## src/rtl/seizure_detector.sv

```systemverilog
// Threshold-and-debounce seizure detector: compares each feature sample against a scaled
// baseline and runs a four-state FSM with onset/offset debounce and one-cycle edge pulses.
module seizure_detector #(
  parameter int input_width = 25,
  parameter int base_width  = 37,
  parameter int K_MULT      = 3,
  parameter int K_SHIFT     = 0,
  parameter int ONSET_CNT   = 250,
  parameter int OFFSET_CNT  = 500
) (
  input  logic                          clk,
  input  logic                          rst,
  input  logic                          en,
  input  logic signed [input_width-1:0] feat_in,
  input  logic                          feat_valid,
  input  logic [base_width-1:0]         baseline_in,
  input  logic                          baseline_valid,
  output logic                          alarm,
  output logic                          onset_pulse,
  output logic                          offset_pulse,
  output logic [1:0]                    state
);

  localparam int TW = base_width + 8;
  localparam int CW = (TW > input_width) ? TW : input_width;
  localparam logic [7:0] K_M     = 8'(K_MULT);
  localparam logic [9:0] ONSET_C = 10'(ONSET_CNT);
  localparam logic [9:0] OFF_C   = 10'(OFFSET_CNT);
  localparam logic [9:0] CNT_MAX = 10'd1023;

  typedef enum logic [1:0] {
    WAIT_BASE = 2'd0,
    IDLE      = 2'd1,
    CANDIDATE = 2'd2,
    ALARM     = 2'd3
  } state_t;

  state_t                state_r, state_s;
  logic [base_width-1:0] base_r, base_s;
  logic [9:0]            run_r, run_s, quiet_r, quiet_s;
  logic                  alarm_r, onset_r, offset_r;
  logic                  onset_s, offset_s;
  logic [TW-1:0]         thr_s;
  logic [CW-1:0]         feat_z_s, thr_z_s;
  logic                  exceed_s;
  logic [9:0]            run_inc_s, quiet_inc_s;

  // Full-width product so the multiplier cannot overflow before the shift.
  assign thr_s    = (TW'(base_r) * TW'(K_M)) >> K_SHIFT;
  assign feat_z_s = CW'($unsigned(feat_in));
  assign thr_z_s  = CW'(thr_s);
  assign exceed_s = ~feat_in[input_width-1] & (feat_z_s > thr_z_s);

  assign run_inc_s   = (run_r == CNT_MAX) ? run_r : run_r + 10'd1;
  assign quiet_inc_s = (quiet_r == CNT_MAX) ? quiet_r : quiet_r + 10'd1;

  // Next-state, baseline capture, debounce counters and pulse generation.
  always_comb begin
    state_s  = state_r;
    run_s    = run_r;
    quiet_s  = quiet_r;
    onset_s  = 1'b0;
    offset_s = 1'b0;
    if (baseline_valid && (state_r != ALARM)) begin
      base_s = baseline_in;
    end else begin
      base_s = base_r;
    end
    case (state_r)
      WAIT_BASE: begin
        if (baseline_valid) begin
          state_s = IDLE;
        end else begin
          state_s = WAIT_BASE;
        end
      end
      IDLE: begin
        if (feat_valid && exceed_s) begin
          if (ONSET_C == 10'd1) begin
            state_s = ALARM;
            onset_s = 1'b1;
            quiet_s = 10'd0;
            run_s   = 10'd0;
          end else begin
            state_s = CANDIDATE;
            run_s   = 10'd1;
          end
        end else begin
          state_s = IDLE;
        end
      end
      CANDIDATE: begin
        if (feat_valid) begin
          if (!exceed_s) begin
            state_s = IDLE;
            run_s   = 10'd0;
          end else if (run_inc_s >= ONSET_C) begin
            state_s = ALARM;
            onset_s = 1'b1;
            run_s   = 10'd0;
            quiet_s = 10'd0;
          end else begin
            run_s = run_inc_s;
          end
        end else begin
          state_s = CANDIDATE;
        end
      end
      ALARM: begin
        if (feat_valid) begin
          if (exceed_s) begin
            quiet_s = 10'd0;
          end else if (quiet_inc_s >= OFF_C) begin
            state_s  = IDLE;
            offset_s = 1'b1;
            quiet_s  = 10'd0;
          end else begin
            quiet_s = quiet_inc_s;
          end
        end else begin
          state_s = ALARM;
        end
      end
      default: begin
        state_s = WAIT_BASE;
      end
    endcase
  end

  // State and output registers; en is active-low, so en=1 freezes everything.
  always_ff @(posedge clk or negedge rst) begin
    if (!rst) begin
      state_r  <= WAIT_BASE;
      base_r   <= '0;
      run_r    <= 10'd0;
      quiet_r  <= 10'd0;
      alarm_r  <= 1'b0;
      onset_r  <= 1'b0;
      offset_r <= 1'b0;
    end else if (!en) begin
      state_r  <= state_s;
      base_r   <= base_s;
      run_r    <= run_s;
      quiet_r  <= quiet_s;
      alarm_r  <= (state_s == ALARM);
      onset_r  <= onset_s;
      offset_r <= offset_s;
    end else begin
      state_r  <= state_r;
      base_r   <= base_r;
      run_r    <= run_r;
      quiet_r  <= quiet_r;
      alarm_r  <= alarm_r;
      onset_r  <= onset_r;
      offset_r <= offset_r;
    end
  end

  assign state        = state_r;
  assign alarm        = alarm_r;
  assign onset_pulse  = onset_r;
  assign offset_pulse = offset_r;

endmodule

```

## config.mk

```make
export PLATFORM = sky130hd
export DESIGN_NAME = seizure_detector
export DESIGN_NICKNAME = d
export VERILOG_FILES = /design/src/rtl/seizure_detector.sv
export SDC_FILE = /design/constraint.sdc
export NUM_CORES = 1
export LEC_CHECK = 0
export BUFFER_PORTS_ARGS = -buffer_cell sky130_fd_sc_hd__buf_2
export CAP_MARGIN = 15
export CORE_MARGIN = 4
export CORE_UTILIZATION = 59
export CTS_BUF_LIST = sky130_fd_sc_hd__clkbuf_4
export CTS_CLUSTER_DIAMETER = 30
export DETAILED_ROUTE_END_ITERATION = 10
export PLACE_DENSITY = 0.83
export SLEW_MARGIN = 25
export SYNTH_ARGS = -nofsm -noshare
export SYNTH_HDL_FRONTEND = slang
export SYNTH_SLANG_ARGS = --single-unit
```

## constraint.sdc

```tcl
create_clock -name clk -period 7.81 [get_ports clk]
set_input_delay 1.562 -clock clk [delete_from_list [all_inputs] [get_ports clk]]
set_output_delay 1.562 -clock clk [all_outputs]
set_load 0.05 [all_outputs]
```

==> run metrics <==
GRT Util Overall 0.2696; LEAKAGE 2.878 nW; cell family with most CP delay compound AO/OA/AOI/OAI gates; Reg clk slew, reported paths 110 ps; Vias/cell 6.351; worst path required time 8140 ps; Post-CTS Setup Repair Bufs 0; fin nets 900; Post-DRT Antenna Nets 0; Design Area, Final 6492 µm²; Distinct cells, synth 62; max-slew violation count 0; sw power 1.149 mW; CTS tree built; CP endpoint kind register; drt drc 0; grt total ovfl 0; Hold WS 509.8 ps; # IOs 72; RSZ-0062 raised after global routing false; final setup fails 0; Cell Chain, Critical Path ha_1 -> fa_1 -> a21o_1 -> a221o_1 -> nand4_1 -> and2_1 -> o21bai_1 -> a21oi_1 -> xor2_1 -> ha_1 -> nand4_1 -> or4_1 -> a221oi_1 -> o31ai_1 -> or4_1 -> nor4_2 -> nand4_2 -> o31ai_2 -> o21ai_1 -> a22o_1; CTS max path bufs 2; total CTS buffers 9; Clk pwr share 0.102; max incr delay on CP 880 ps; Synth warnings 0; status complete, no violations; CP startpoint kind register; post-cts gate resize count 0; Final Non-Filler Cells 905; initial antenna violation count 0; Flop pwr share 0.204; Worst-Margin Slew 923.7 ps; IO buf count 71; post-DP HPWL 12070 µm; slowest CP cell o31ai_2; fmax 153.3 MHz; post-layout min period 6525 ps; Hold/Removal Path Class register to register; Antenna diodes 0; Post-CTS Hold Buffers 0; chip width 108.5 µm; gpl congestion 0.9604; most frequent cells in the layout 71 x a21oi_1, 71 x buf_2, 68 x nand2_1; max_cap viols 0; buffers and inverters on the worst path 0; Tot Pwr 2.278 mW; cell count after synthesis 716; CP Class register to register; top_reg_cell synth dfrtp_1; syn nets 849; CTS H-Tree Depth 3; area growth from synthesis to layout 8.853%; DR WL/cell 17.16 µm; Sw Ratio 0.5042; DRT Pass-1 Iters 6; Pint 1.130 mW; peak supply drop 0.1369 mV; placed cell area 6359 µm²; Die Area 11780 µm²; Post-Route WL 15530 µm; Power Density 350.9 nW/µm²; Root Driver clkbuf_4; vias in the first global route 5443; Core ar. 9819 µm²; largest net degree at the start of global routing 63; Skew-Pair Late Insertion Delay 440 ps; Fin. Hold Viols 0; TritonCTS Sinks 62; Mapped Area 5964 µm²; dpl ws 1401 ps; Seq/Total Area, Yosys 0.2601; critical path arrival 6850 ps; Vert. Die Dim 108.5 µm; Total Neg Setup Slack 0 ps; Synth Register Bits 62; fin crit share 0.8354; DRT iter0 DRCs 442; layout cells sized above 1 0.1788; row count 36; Syn Area/Cell 8.330 µm²; initial core utilization 0.6074; Fillers 861; Final Util 0.6612; combinational fraction of design power 0.694; DR vias 5748; fin worst setup slack 1285 ps; Synth async-reset ratio 1.000; global-route wire length before repair 25440 µm; EDFF count, synth 0; Max transition margin 0.3805; DP Cell Count 889; Setup Skew 16.24 ps; Worst Path Max Fanout 15
flip-flops by register name (all words and copies together) (netlist names):
| register | count |
|---|---|
| alarm | 1 |
| base_r | 37 |
| offset_pulse | 1 |
| onset_pulse | 1 |
| quiet_r | 10 |
| run_r | 10 |
| state | 2 |
cell usage after synthesis (5+ instances only):
| cell type | instances | share of area |
|---|---|---|
| a211oi_1 | 10 | 0.013 |
| a21o_1 | 22 | 0.028 |
| a21oi_1 | 71 | 0.060 |
| a31oi_1 | 8 | 0.0084 |
| and2_1 | 8 | 0.0084 |
| and3_1 | 6 | 0.0063 |
| and4_1 | 6 | 0.0088 |
| buf_2 | 6 | 0.0050 |
| clkbuf_1 | 25 | 0.016 |
| dfrtp_1 | 62 | 0.26 |
| ha_1 | 65 | 0.14 |
| inv_1 | 17 | 0.011 |
| mux2_2 | 38 | 0.072 |
| nand2_1 | 68 | 0.043 |
| nand2b_1 | 8 | 0.0084 |
| nand3_1 | 27 | 0.023 |
| nand4_1 | 26 | 0.027 |
| nor2_1 | 49 | 0.031 |
| nor2b_1 | 7 | 0.0073 |
| nor3_1 | 17 | 0.014 |
| nor4_1 | 6 | 0.0063 |
| o211ai_1 | 6 | 0.0076 |
| o21ai_0 | 38 | 0.032 |
| o21ai_1 | 5 | 0.0042 |
| o21bai_1 | 6 | 0.0076 |
| o31ai_1 | 10 | 0.013 |
| or3_1 | 7 | 0.0073 |
| xnor2_1 | 12 | 0.018 |
| xor2_1 | 18 | 0.026 |
layer usage:
metal | wire length [µm] | vias to the layer above | global-route usage
li1 | - | 2813 | -
met1 | 6717 | 2667 | 0.3545
met2 | 7353 | 238 | 0.4550
met3 | 1148 | 30 | 0.05015
met4 | 306 | 0 | 0.07214
met5 | 0 | - | 0
kinds of logic (layout without fill, tap and decap cells):
logic type | Yosys count | in the layout | synth area share
buffers and inverters | 50 | 106 | 0.03461
XOR/XNOR | 30 | 30 | 0.04405
AND/OR/NAND/NOR | 250 | 250 | 0.2108
adder cells (fa/ha/maj) | 66 | 66 | 0.1397
flip-flops | 62 | 62 | 0.2601
multiplexers | 41 | 41 | 0.07678
AO/OA/AOI/OAI | 217 | 217 | 0.2339
tightest hold or removal path, cell delays in order, from the launching register on:
cell	delay (ps)
dfrtp_1	360
nand2_1	60
o31ai_1	60
power groups by stage:
stage	registers (mW)	clock network (mW)	logic [mW]
finish	0.465	0.232	1.58
global placement	0.465	0	1.50
floorplan	0.460	0	1.20
CTS	0.465	0.235	1.55
global route	0.477	0.250	1.76
detailed placement	0.471	0	1.55
final timing paths:
| path | depth (start not counted) | from | endpoint | slack (ps) |
|---|---|---|---|---|
| worst max-delay path | 20 | base_r[1]$_DFFE_PN0P_ | quiet_r[7]$_DFFE_PN0P_ | 1290 |
| worst min-delay path | 2 | onset_pulse$_DFFE_PN0N_ | onset_pulse$_DFFE_PN0N_ | 510 |
| worst max register to register | 20 | base_r[1]$_DFFE_PN0P_ | quiet_r[7]$_DFFE_PN0P_ | 1290 |
| worst min register to register | 2 | onset_pulse$_DFFE_PN0N_ | onset_pulse$_DFFE_PN0N_ | 510 |
| max in group asynchronous | 2 | rst | quiet_r[6]$_DFFE_PN0P_ | 6000 |
| min in group asynchronous | 2 | rst | base_r[2]$_DFFE_PN0P_ | 1270 |
area by class of cell:
class,count,area [µm²],area share
inverters,17,63.81,0.009828
flip-flops and latches,62,1551,0.2390
clock inverters,5,50.05,0.007709
repair buffers,73,370.4,0.05704
clock buffers,11,82.58,0.01272
well taps,133,166.4,0.02563
multi-input cells,604,4208,0.6481
No activity file was read; power rests on OpenSTA's default activity.
